$ cat config.mk
export PLATFORM = sky130hd
export DESIGN_NAME = ssd_scan_ctrl
export DESIGN_NICKNAME = d
export VERILOG_FILES = /design/src/rtl/ssd_pkg.sv /design/src/rtl/ssd_digit_timer.sv /design/src/rtl/ssd_scan_ctrl.sv
export SDC_FILE = /design/constraint.sdc
export NUM_CORES = 1
export LEC_CHECK = 0
export CAP_MARGIN = 20
export CORE_UTILIZATION = 50
export CTS_CLUSTER_SIZE = 24
export DETAILED_ROUTE_END_ITERATION = 12
export PLACE_DENSITY_LB_ADDON = 0.15
export SYNTH_ARGS = -nofsm -noshare
export SYNTH_HDL_FRONTEND = slang
export SYNTH_SLANG_ARGS = --single-unit
export TNS_END_PERCENT = 5
$ cat constraint.sdc
create_clock -name clk -period 3.9 [get_ports clk]
set_input_delay 0.39 -clock clk [delete_from_list [all_inputs] [get_ports clk]]
set_output_delay 0.39 -clock clk [all_outputs]
set_load 0.005 [all_outputs]
$ cat src/rtl/ssd_pkg.sv
// Shared definitions for the seven-segment scan controller: segment
// encoding, the load handshake state type and a width helper.
package ssd_pkg;

  // All segments dark (outputs are active-low)
  localparam logic [6:0] SEG_OFF = 7'h7F;

  // Load handshake: IDLE accepts a value, PENDING waits for a frame boundary
  typedef enum logic [0:0] {
    IDLE    = 1'b0,
    PENDING = 1'b1
  } hs_state_e;

  // Counter width for a modulus n, never narrower than one bit
  function automatic int clog2w(input int n);
    return (n > 1) ? $clog2(n) : 1;
  endfunction

  // Hex nibble to active-low segment pattern {g,f,e,d,c,b,a}
  function automatic logic [6:0] hex_to_seg(input logic [3:0] nib);
    logic [6:0] seg;
    case (nib)
      4'h0:    seg = 7'h40;
      4'h1:    seg = 7'h79;
      4'h2:    seg = 7'h24;
      4'h3:    seg = 7'h30;
      4'h4:    seg = 7'h19;
      4'h5:    seg = 7'h12;
      4'h6:    seg = 7'h02;
      4'h7:    seg = 7'h78;
      4'h8:    seg = 7'h00;
      4'h9:    seg = 7'h10;
      4'hA:    seg = 7'h08;
      4'hB:    seg = 7'h03;
      4'hC:    seg = 7'h46;
      4'hD:    seg = 7'h21;
      4'hE:    seg = 7'h06;
      4'hF:    seg = 7'h0E;
      default: seg = SEG_OFF;
    endcase
    return seg;
  endfunction

endpackage

$ cat src/rtl/ssd_digit_timer.sv
// Scan timing for the seven-segment controller: cycle counter within a
// digit period, PWM slot, digit index, frame boundary and blink phase.
module ssd_digit_timer
  import ssd_pkg::*;
#(
  parameter int DIGIT_CYCLES = 1600,
  parameter int NUM_DIGITS   = 8,
  parameter int BRIGHT_W     = 4,
  parameter int BLINK_FRAMES = 64
) (
  input  logic                              clk,
  input  logic                              rst,
  output logic [clog2w(DIGIT_CYCLES)-1:0]   cyc_cnt,
  output logic [BRIGHT_W-1:0]               slot,
  output logic [clog2w(NUM_DIGITS)-1:0]     digit_idx,
  output logic                              frame_tick,
  output logic                              frame_done,
  output logic                              blink_phase
);

  localparam int CYC_W    = clog2w(DIGIT_CYCLES);
  localparam int IDX_W    = clog2w(NUM_DIGITS);
  localparam int SLOT_LEN = DIGIT_CYCLES >> BRIGHT_W;
  localparam int SUB_W    = clog2w(SLOT_LEN);
  localparam int BF_W     = clog2w(BLINK_FRAMES);

  localparam logic [CYC_W-1:0]    CYC_LAST = CYC_W'(DIGIT_CYCLES - 1);
  localparam logic [CYC_W-1:0]    CYC_ONE  = CYC_W'(1);
  localparam logic [SUB_W-1:0]    SUB_LAST = SUB_W'(SLOT_LEN - 1);
  localparam logic [SUB_W-1:0]    SUB_ONE  = SUB_W'(1);
  localparam logic [BRIGHT_W-1:0] SLOT_ONE = BRIGHT_W'(1);
  localparam logic [IDX_W-1:0]    IDX_LAST = IDX_W'(NUM_DIGITS - 1);
  localparam logic [IDX_W-1:0]    IDX_ONE  = IDX_W'(1);
  localparam logic [BF_W-1:0]     BF_LAST  = BF_W'(BLINK_FRAMES - 1);
  localparam logic [BF_W-1:0]     BF_ONE   = BF_W'(1);

  logic [CYC_W-1:0]    cyc_cnt_r;
  logic [SUB_W-1:0]    sub_cnt_r;
  logic [BRIGHT_W-1:0] slot_r;
  logic [IDX_W-1:0]    digit_idx_r;
  logic                frame_done_r;
  logic [BF_W-1:0]     blink_cnt_r;
  logic                blink_phase_r;
  logic                digit_end_s;
  logic                frame_tick_s;

  // Detect the last cycle of a digit period and of a whole frame
  always_comb begin
    digit_end_s  = (cyc_cnt_r == CYC_LAST);
    frame_tick_s = digit_end_s && (digit_idx_r == IDX_LAST);
  end

  // Cycle counter and PWM slot; slot advances every SLOT_LEN cycles so it
  // always equals cyc_cnt / SLOT_LEN without a divider
  always_ff @(posedge clk or posedge rst) begin
    if (rst) begin
      cyc_cnt_r <= '0;
      sub_cnt_r <= '0;
      slot_r    <= '0;
    end else if (digit_end_s) begin
      cyc_cnt_r <= '0;
      sub_cnt_r <= '0;
      slot_r    <= '0;
    end else begin
      cyc_cnt_r <= cyc_cnt_r + CYC_ONE;
      if (sub_cnt_r == SUB_LAST) begin
        sub_cnt_r <= '0;
        slot_r    <= slot_r + SLOT_ONE;
      end else begin
        sub_cnt_r <= sub_cnt_r + SUB_ONE;
      end
    end
  end

  // Digit index wraps at the end of the frame; frame_done follows the boundary
  always_ff @(posedge clk or posedge rst) begin
    if (rst) begin
      digit_idx_r  <= '0;
      frame_done_r <= 1'b0;
    end else begin
      frame_done_r <= frame_tick_s;
      if (digit_end_s) begin
        digit_idx_r <= (digit_idx_r == IDX_LAST) ? '0 : digit_idx_r + IDX_ONE;
      end else begin
        digit_idx_r <= digit_idx_r;
      end
    end
  end

  // Blink phase toggles after every BLINK_FRAMES completed frames
  always_ff @(posedge clk or posedge rst) begin
    if (rst) begin
      blink_cnt_r   <= '0;
      blink_phase_r <= 1'b0;
    end else if (frame_tick_s) begin
      if (blink_cnt_r == BF_LAST) begin
        blink_cnt_r   <= '0;
        blink_phase_r <= ~blink_phase_r;
      end else begin
        blink_cnt_r <= blink_cnt_r + BF_ONE;
      end
    end else begin
      blink_cnt_r <= blink_cnt_r;
    end
  end

  assign cyc_cnt     = cyc_cnt_r;
  assign slot        = slot_r;
  assign digit_idx   = digit_idx_r;
  assign frame_tick  = frame_tick_s;
  assign frame_done  = frame_done_r;
  assign blink_phase = blink_phase_r;

endmodule

$ cat src/rtl/ssd_scan_ctrl.sv
// Multiplexed N-digit seven-segment scan controller with PWM brightness,
// blink, leading-zero suppression and a frame-aligned load handshake.
module ssd_scan_ctrl
  import ssd_pkg::*;
#(
  parameter int CLK_FREQUENCY          = 100_000_000,
  parameter int MIN_SEGMENT_DISPLAY_US = 16,
  parameter int NUM_DIGITS             = 8,
  parameter int BRIGHT_W               = 4,
  parameter int BLINK_FRAMES           = 64
) (
  input  logic                    clk,
  input  logic                    rst,
  input  logic                    load_valid,
  output logic                    load_ready,
  input  logic [NUM_DIGITS*4-1:0] display_val,
  input  logic [NUM_DIGITS-1:0]   dp,
  input  logic [NUM_DIGITS-1:0]   blink_mask,
  input  logic                    lz_en,
  input  logic [BRIGHT_W-1:0]     brightness,
  input  logic                    blank,
  output logic [6:0]              segments,
  output logic                    dp_out,
  output logic [NUM_DIGITS-1:0]   an_out,
  output logic                    frame_done,
  output logic                    update_done
);

  localparam int DIGIT_CYCLES = CLK_FREQUENCY / 1_000_000 * MIN_SEGMENT_DISPLAY_US;
  localparam int CYC_W        = clog2w(DIGIT_CYCLES);
  localparam int IDX_W        = clog2w(NUM_DIGITS);

  localparam logic [NUM_DIGITS-1:0] DIGIT0_SEL = NUM_DIGITS'(1);

  // Reject configurations where the slots do not tile the digit period
  generate
    if ((DIGIT_CYCLES < (2 ** BRIGHT_W)) || ((DIGIT_CYCLES % (2 ** BRIGHT_W)) != 0) ||
        (NUM_DIGITS < 1) || (NUM_DIGITS > 16)) begin : g_param_check
      $fatal(1, "ssd_scan_ctrl: DIGIT_CYCLES must be a multiple of 2**BRIGHT_W and NUM_DIGITS in 1..16");
    end
  endgenerate

  logic [CYC_W-1:0]            cyc_cnt_s;
  logic [BRIGHT_W-1:0]         slot_s;
  logic [IDX_W-1:0]            digit_idx_s;
  logic                        frame_tick_s;
  logic                        frame_done_s;
  logic                        blink_phase_s;

  hs_state_e                   state_r;
  logic                        load_ready_r;
  logic                        update_done_r;
  logic [NUM_DIGITS*4-1:0]     shadow_val_r;
  logic [NUM_DIGITS-1:0]       shadow_dp_r;
  logic [NUM_DIGITS*4-1:0]     active_val_r;
  logic [NUM_DIGITS-1:0]       active_dp_r;

  logic [3:0]                  nibbles_s [NUM_DIGITS];
  logic [NUM_DIGITS-1:0]       lz_mask_s;
  logic [3:0]                  nib_s;
  logic                        dp_bit_s;
  logic                        suppress_s;
  logic                        blink_dark_s;
  logic                        in_window_s;
  logic [NUM_DIGITS-1:0]       digit_sel_s;
  logic [NUM_DIGITS-1:0]       an_nxt_s;
  logic [6:0]                  seg_nxt_s;
  logic                        dp_nxt_s;

  logic [NUM_DIGITS-1:0]       an_r;
  logic [6:0]                  seg_r;
  logic                        dp_out_r;

  ssd_digit_timer #(
    .DIGIT_CYCLES (DIGIT_CYCLES),
    .NUM_DIGITS   (NUM_DIGITS),
    .BRIGHT_W     (BRIGHT_W),
    .BLINK_FRAMES (BLINK_FRAMES)
  ) u_timer (
    .clk         (clk),
    .rst         (rst),
    .cyc_cnt     (cyc_cnt_s),
    .slot        (slot_s),
    .digit_idx   (digit_idx_s),
    .frame_tick  (frame_tick_s),
    .frame_done  (frame_done_s),
    .blink_phase (blink_phase_s)
  );

  // Load handshake: capture into the shadow, commit to active only at a
  // frame boundary so a frame never shows a mix of old and new digits
  always_ff @(posedge clk or posedge rst) begin
    if (rst) begin
      state_r       <= IDLE;
      load_ready_r  <= 1'b0;
      update_done_r <= 1'b0;
      shadow_val_r  <= '0;
      shadow_dp_r   <= '0;
      active_val_r  <= '0;
      active_dp_r   <= '0;
    end else begin
      case (state_r)
        IDLE: begin
          update_done_r <= 1'b0;
          if (load_valid && load_ready_r) begin
            shadow_val_r <= display_val;
            shadow_dp_r  <= dp;
            load_ready_r <= 1'b0;
            state_r      <= PENDING;
          end else begin
            load_ready_r <= 1'b1;
          end
        end
        PENDING: begin
          load_ready_r <= 1'b0;
          if (frame_tick_s) begin
            active_val_r  <= shadow_val_r;
            active_dp_r   <= shadow_dp_r;
            update_done_r <= 1'b1;
            state_r       <= IDLE;
          end else begin
            update_done_r <= 1'b0;
          end
        end
        default: begin
          state_r       <= IDLE;
          load_ready_r  <= 1'b0;
          update_done_r <= 1'b0;
        end
      endcase
    end
  end

  // Split the active value into nibbles and mark the leading-zero run;
  // digit 0 is never part of the run
  always_comb begin
    logic zero_run;
    zero_run  = 1'b1;
    lz_mask_s = '0;
    for (int i = 0; i < NUM_DIGITS; i++) begin
      nibbles_s[i] = active_val_r[i*4 +: 4];
    end
    for (int i = NUM_DIGITS - 1; i >= 1; i--) begin
      zero_run     = zero_run & (nibbles_s[i] == 4'h0);
      lz_mask_s[i] = zero_run;
    end
  end

  // Decide what the current digit shows this cycle
  always_comb begin
    nib_s        = nibbles_s[digit_idx_s];
    dp_bit_s     = active_dp_r[digit_idx_s];
    suppress_s   = lz_en & lz_mask_s[digit_idx_s];
    blink_dark_s = blink_phase_s & blink_mask[digit_idx_s];
    in_window_s  = (cyc_cnt_s != '0) && (slot_s <= brightness);
    digit_sel_s  = DIGIT0_SEL << digit_idx_s;
    if (blank || !in_window_s || blink_dark_s) begin
      an_nxt_s  = '1;
      seg_nxt_s = SEG_OFF;
      dp_nxt_s  = 1'b1;
    end else if (suppress_s) begin
      if (dp_bit_s) begin
        an_nxt_s  = ~digit_sel_s;
        seg_nxt_s = SEG_OFF;
        dp_nxt_s  = 1'b0;
      end else begin
        an_nxt_s  = '1;
        seg_nxt_s = SEG_OFF;
        dp_nxt_s  = 1'b1;
      end
    end else begin
      an_nxt_s  = ~digit_sel_s;
      seg_nxt_s = hex_to_seg(nib_s);
      dp_nxt_s  = ~dp_bit_s;
    end
  end

  // Register the pin outputs so they only change on clock edges
  always_ff @(posedge clk or posedge rst) begin
    if (rst) begin
      an_r     <= '1;
      seg_r    <= SEG_OFF;
      dp_out_r <= 1'b1;
    end else begin
      an_r     <= an_nxt_s;
      seg_r    <= seg_nxt_s;
      dp_out_r <= dp_nxt_s;
    end
  end

  assign load_ready  = load_ready_r;
  assign update_done = update_done_r;
  assign frame_done  = frame_done_s;
  assign an_out      = an_r;
  assign segments    = seg_r;
  assign dp_out      = dp_out_r;

endmodule

**Yosys cells after proc, flatten, opt, wreduce, memory -nomap -nowiden**

Memories as Yosys holds them, arrays and structs flattened.
Index checks and enable logic that the tools add are counted.

- Output and inout bits: 19
- Memory bits (read-only): 112
- Memories: 1
- Bits in registers: 132
- Logic and storage cells: 93

- Shifts and indexed selects: 1
- Reductions and logical operators: 18
- Add/sub/neg operators: 5
- $lt $le $gt $ge: 3
- Mux-type cells: 31
- Bitwise gates (word level): 13
- Eq/ne operators: 4

Memory list:

| name | depth | width | read ports | clocked after Yosys merged registers in | write ports | RTL line | text |
|---|---|---|---|---|---|---|---|
| (name not given) | 16 | 7 | 1 | 0 | 0 | ssd_pkg.sv:22 | `case (nib)` |

Operators with widths:

| operator | number |
|---|---|
| zero test 4 bit | 7 |
| 2-to-1 mux 7 bit | 4 |
| 2-to-1 mux 8 bit | 3 |
| 2-to-1 mux 4 bit | 4 |
| binary-select mux 4 bit (select 3 bit) | 1 |
| adder 11 x 1 -> 11 bit (second input constant) | 1 |
| equality test 11 bit (second input constant) | 1 |
| 2-to-1 mux 11 bit | 1 |
| nonzero test 11 bit | 1 |
| 2-to-1 mux 1 bit | 10 |
| binary-select mux 1 bit (select 3 bit) | 3 |
| bitwise AND 1 bit | 8 |
| inverter 8 bit | 1 |
| << shifter 1 x 3 -> 8 bit (first input constant) | 1 |
| adder 7 x 1 -> 7 bit (second input constant) | 1 |
| equality test 7 bit (second input constant) | 1 |
| adder 6 x 1 -> 6 bit (second input constant) | 1 |
| equality test 6 bit (second input constant) | 1 |
| 2-to-1 mux 6 bit | 1 |
| one-hot mux 1 bit (2 select lines) | 3 |
| AND reduction 2 bit | 3 |
| adder 4 x 1 -> 4 bit (second input constant) | 1 |
| >= comparator 4 bit (second input constant) | 1 |
| less-or-equal comparator 4 bit | 1 |
| 10 further kinds | 15 |

**Logic depth before layout (Yosys ltp)**

- Word-level depth: 12
- Mapped depth: 10
- Depth with buffers taken out: 8

**Modules after synthesis**

A second synthesis with hierarchy kept.

- Cells, all modules: 448
- Area total of the unflattened synthesis: 6,038.3 µm²

Modules (own cells, without submodules):

| module | times used | cells an instance | seq. area each (µm²) | area each (µm²) |
|---|---|---|---|---|
| ssd_scan_ctrl | 1 | 307 | 2,497.4 | 4,494.3 |
| ssd_digit_timer | 1 | 141 | 825.8 | 1,544.0 |

**Worst setup path after synthesis**

OpenSTA, ideal clock, no wires.

- Kind: register to register
- From: reg u_timer.digit_idx_r[0] (netlist: u_timer.digit_idx[0])
- To: reg seg_r[6] (netlist: segments[6])
- Library setup time: 0.097 ns
- Stages on the path, launching flop included: 10
- Slack: 1.335 ns
- Buffers on the path: 2
- Period minus slack after synthesis: 2.565 ns
- Data arrival time: 2.468 ns
- Cell sequence: dfrtp_1 > buf_6 > buf_2 > mux4_2 > mux2i_1 > inv_1 > ha_1 > mux2_2 > a22oi_1 > nand3_1

- Longest elaborated chain between the ends: 7
- Elaborated cells on any way between the ends: 14
- Classes of those cells: mux: 9; bitwise: 3; reduce/logical: 1; memory: 1

Ends and longest elaborated chain:

| what | RTL line | text |
|---|---|---|
| from (decl) | ssd_digit_timer.sv:40 | `logic [IDX_W-1:0] digit_idx_r;` |
| from (signal assigned) | ssd_digit_timer.sv:83 | `digit_idx_r <= (digit_idx_r == IDX_LAST) ? '0 : digit_idx_r + IDX_ONE;` |
| from (signal assigned) | ssd_digit_timer.sv:85 | `digit_idx_r <= digit_idx_r;` |
| inverter 3 -> 4 bit (not written as such) | ssd_scan_ctrl.sv:151 | `nib_s = nibbles_s[digit_idx_s];` |
| binary-select mux 4 bit (select 3 bit) | ssd_scan_ctrl.sv:151 |  |
| 2-to-1 mux 4 bit (not written as such) (2 in a row) | ssd_scan_ctrl.sv:151 |  |
| memory read (16 x 7 bit) | n/a |  |
| 2-to-1 mux 7 bit | ssd_scan_ctrl.sv:161 | `end else if (suppress_s) begin` |
| 2-to-1 mux 7 bit (*) | ssd_scan_ctrl.sv:157 | `if (blank \|\| !in_window_s \|\| blink_dark_s) begin` |
| net seg_nxt_s[6] | ssd_scan_ctrl.sv:67 | `logic [6:0] seg_nxt_s;` |
| to (signal assigned) | ssd_scan_ctrl.sv:186 | `seg_r <= seg_nxt_s;` |
| to (decl) | ssd_scan_ctrl.sv:71 | `logic [6:0] seg_r;` |

The timed path passes the listed nets; every way through them passes the cells marked *. The select of a mux whose other input is x is not followed.
A chain may end at the register's enable or synchronous reset.

**Final worst setup path**

- From: reg u_timer.digit_idx_r[0] (netlist: u_timer.digit_idx[0])
- To: reg seg_r[3] (netlist: segments[3])

Same word-level chain as after synthesis.

==> reports/results.ini <==
[synth]
synth_edf_count=0
synth-seq-cells=132
synth_ff_type=dfrtp_1
synth_top_area_cell=dfrtp_1
ys_seq_area_frac=0.536
synth_top_area_frac=0.468
async_reset_ff_frac=1.00
synth_area_leaders=dfrtp_1 47%, mux2_4 9.0%, mux2_2 8.0%
synth_fp_nets=527
yosysWarnings=0
synth_common_cells=116 x dfrtp_1, 44 x mux2_2, 37 x mux2_4, 24 x nand2_1, 22 x nor2_1
synth_area_per_cell_um2=13.8
netlist_area_um2=6200
post_synth_num_cell_types=53
synthCells=449
yosysMostFrequentCell=dfrtp_1

[finish]
nFillCells=930
final-instance-count-excl-fill=713
fin_area_um2=7680
drive_above_1_share=0.281
areaGrowthSynthToFinish_pct=23.7
nets=611
diodes=0

[power]
clockPowerShare=0.466
p_switching_uw=720
ir_worst_vdd_v=0.000327
p_comb_frac=0.070
leakage_uw=0.00348
p_sw_frac=0.209
cellPowerDensity_nw_per_um2=449
p_total_uw=3450
intPower_uw=2730
seqPwrFrac=0.463

[clock_tree]
cts_resized=0
cts-root-buf=clkbuf_16
cts_setup_buffers=0
clk_path_buf_depth=2
insertion_delay_ps=420
ctsHoldBuffers=0
path_clk_slew_ps=60
htree_levels=4
numCtsBuffers=17
cts_sinks=132
cts_tree=done

[drt]
wl_per_cell_um=16.2
met3_length_um=542
num_vias=3773
top_layer=met4
met1Wirelength_um=5130
drt-initial-drc-count=229
drc=0
dr_wl_met2_um=5710
dr.pass1.iters=5
totalWireLength_um=11600
ant_nets=0
via_per_inst=5.29

[placement]
dpl-instance-area_um2=7070
place_ws_ps=1060
finalWeightedCongestion=0.863
dp_cells=682
numPortBuffers=75
dp_hpwl_um=8160

[critical_path]
worstSetupEndpointType=flip-flop
rr_worst_depth=7
reg2reg_to=segments[3]$_DFF_PP1_
cp.required_ps=4220
crit_fanout=14
worstSetupPathType=flip-flop to flip-flop
regToRegStartpoint=u_timer.digit_idx[0]$_DFFE_PP0N_
worst-r2r-setup-slack_ps=1080
start_kind=flip-flop
worstPathArrival_ps=3140

[grt]
gr-total-overflow=0
grt_pass1_wl_um=19500
first_global_vias=3864
track_usage=0.200
grt_antenna_before_repair=0
grt_start_max_net_pins=77

[sta]
slew_viol_final=0
layout_min_cycle_time_ps=2820
skew_ps=7.78
hold_violations=0
setup_violations=0
fin_tns_setup_ps=0
finalCritPeriodShare=0.724
worstMarginPinSlew_ps=714
slew_headroom=0.524
setup_ws_ps=1080
grt_setup_unrepaired=no
max_freq_mhz=354

[floorplanning]
chipWidth_um=113
pin_count=76
dieArea_um2=12900
start_util=0.514
die_h_um=113
core_area_um2=12100
core.rowCount=40

[run]
drv_cap=0

[outcome]
status=complete, no violations

[hold_path]
min_path_type=primary input to async pin

==> final cells by class <==
cell class	count	area [µm²]	area share
inverter	18	70.1	0.00913
clock buffer	22	474	0.0618
multi-input combinational	283	2660	0.347
sequential	132	3320	0.433
clock inverter	9	128	0.0166
tap	168	210	0.0274
timing repair buffer	81	808	0.105
==> cell families (layout without fill, tap and decap cells) <==
kind of cell    count (synthesis)  count (layout)  synth area share
xor+xnor                       19              19            0.0268
simple gates                  104             104            0.0867
mux                           104             104             0.234
flops                         132             132             0.536
compound gates                 35              35            0.0395
buf+inv                        34             130            0.0353
fa+ha+maj                      21              21            0.0424
==> cell usage in the layout, fill, tap and decap left out, drive strengths merged, types with 3 or more instances in the layout <==
cell             n
a21oi            5
buf              6
inv             18
xor2             6
nand3           21
mux4            12
nor4             8
xnor2           13
and3             5
a21o             3
o21ai            8
nor3             6
ha              21
clkinv           3
bufinv           3
dfstp           16
clkdlybuf4s50   75
nor2b            5
a22oi            4
clkinvlp         3
nor2            22
clkbuf          22
mux2i           10
nand4            3
mux2            82
dfrtp          116
nand2           24
==> power by group through the flow <==
stage | Clock, µW | Sequential, µW | Combinational [µW]
final | 1610 | 1600 | 243
after global routing | 1690 | 1610 | 267
after CTS | 1640 | 1600 | 249
after detailed placement | 0 | 1620 | 249
after global placement | 0 | 1620 | 238
after floorplan | 0 | 1580 | 154
==> flip-flops by register name, summed over array words and instances (netlist names), 7 cells and up <==
name and flops:
shadow_val_r 32, active_val_r 32, u_timer.sub_cnt_r 7, an_out 8, u_timer.cyc_cnt 11, segments 7, shadow_dp_r 8, active_dp_r 8
==> critical path, stage by stage (launching register included) <==
cell	delay, ps
dfrtp_1	730
mux4_2	570
mux2i_1	490
inv_1	140
ha_1	260
mux2_2	280
mux2i_1	150
nand3_1	100
==> metrics by stage <==
stage | util | hold WS [ps]
floorplan | - | 417
global placement | 0.587 | 441
detailed placement | 0.587 | 460
CTS | 0.636 | 462
global route | 0.636 | 476
finish | 0.636 | 439
==> routing by layer <==
metal | track usage | vias up
li1 | - | 1777
met1 | 0.259 | 1884
met2 | 0.319 | 96
met3 | 0.0478 | 16
met4 | 0.0939 | 0
met5 | 0 | -
==> how the worst max path moves through the flow <==
stage / start / endpoint / slack (ps) / cells after the start
after global placement: u_timer.digit_idx[0]$_DFFE_PP0N_ / segments[6]$_DFF_PP1_ / 1180 / 7
after floorplan: rst / active_dp_r[0]$_DFFE_PP0P_ / 10 / 1
after detailed placement: u_timer.digit_idx[0]$_DFFE_PP0N_ / segments[3]$_DFF_PP1_ / 1060 / 7
after global routing: u_timer.digit_idx[0]$_DFFE_PP0N_ / segments[6]$_DFF_PP1_ / 830 / 7
final: u_timer.digit_idx[0]$_DFFE_PP0N_ / segments[3]$_DFF_PP1_ / 1080 / 7
after CTS: u_timer.digit_idx[0]$_DFFE_PP0N_ / segments[3]$_DFF_PP1_ / 1060 / 7
No activity file was read; power rests on OpenSTA's default activity.
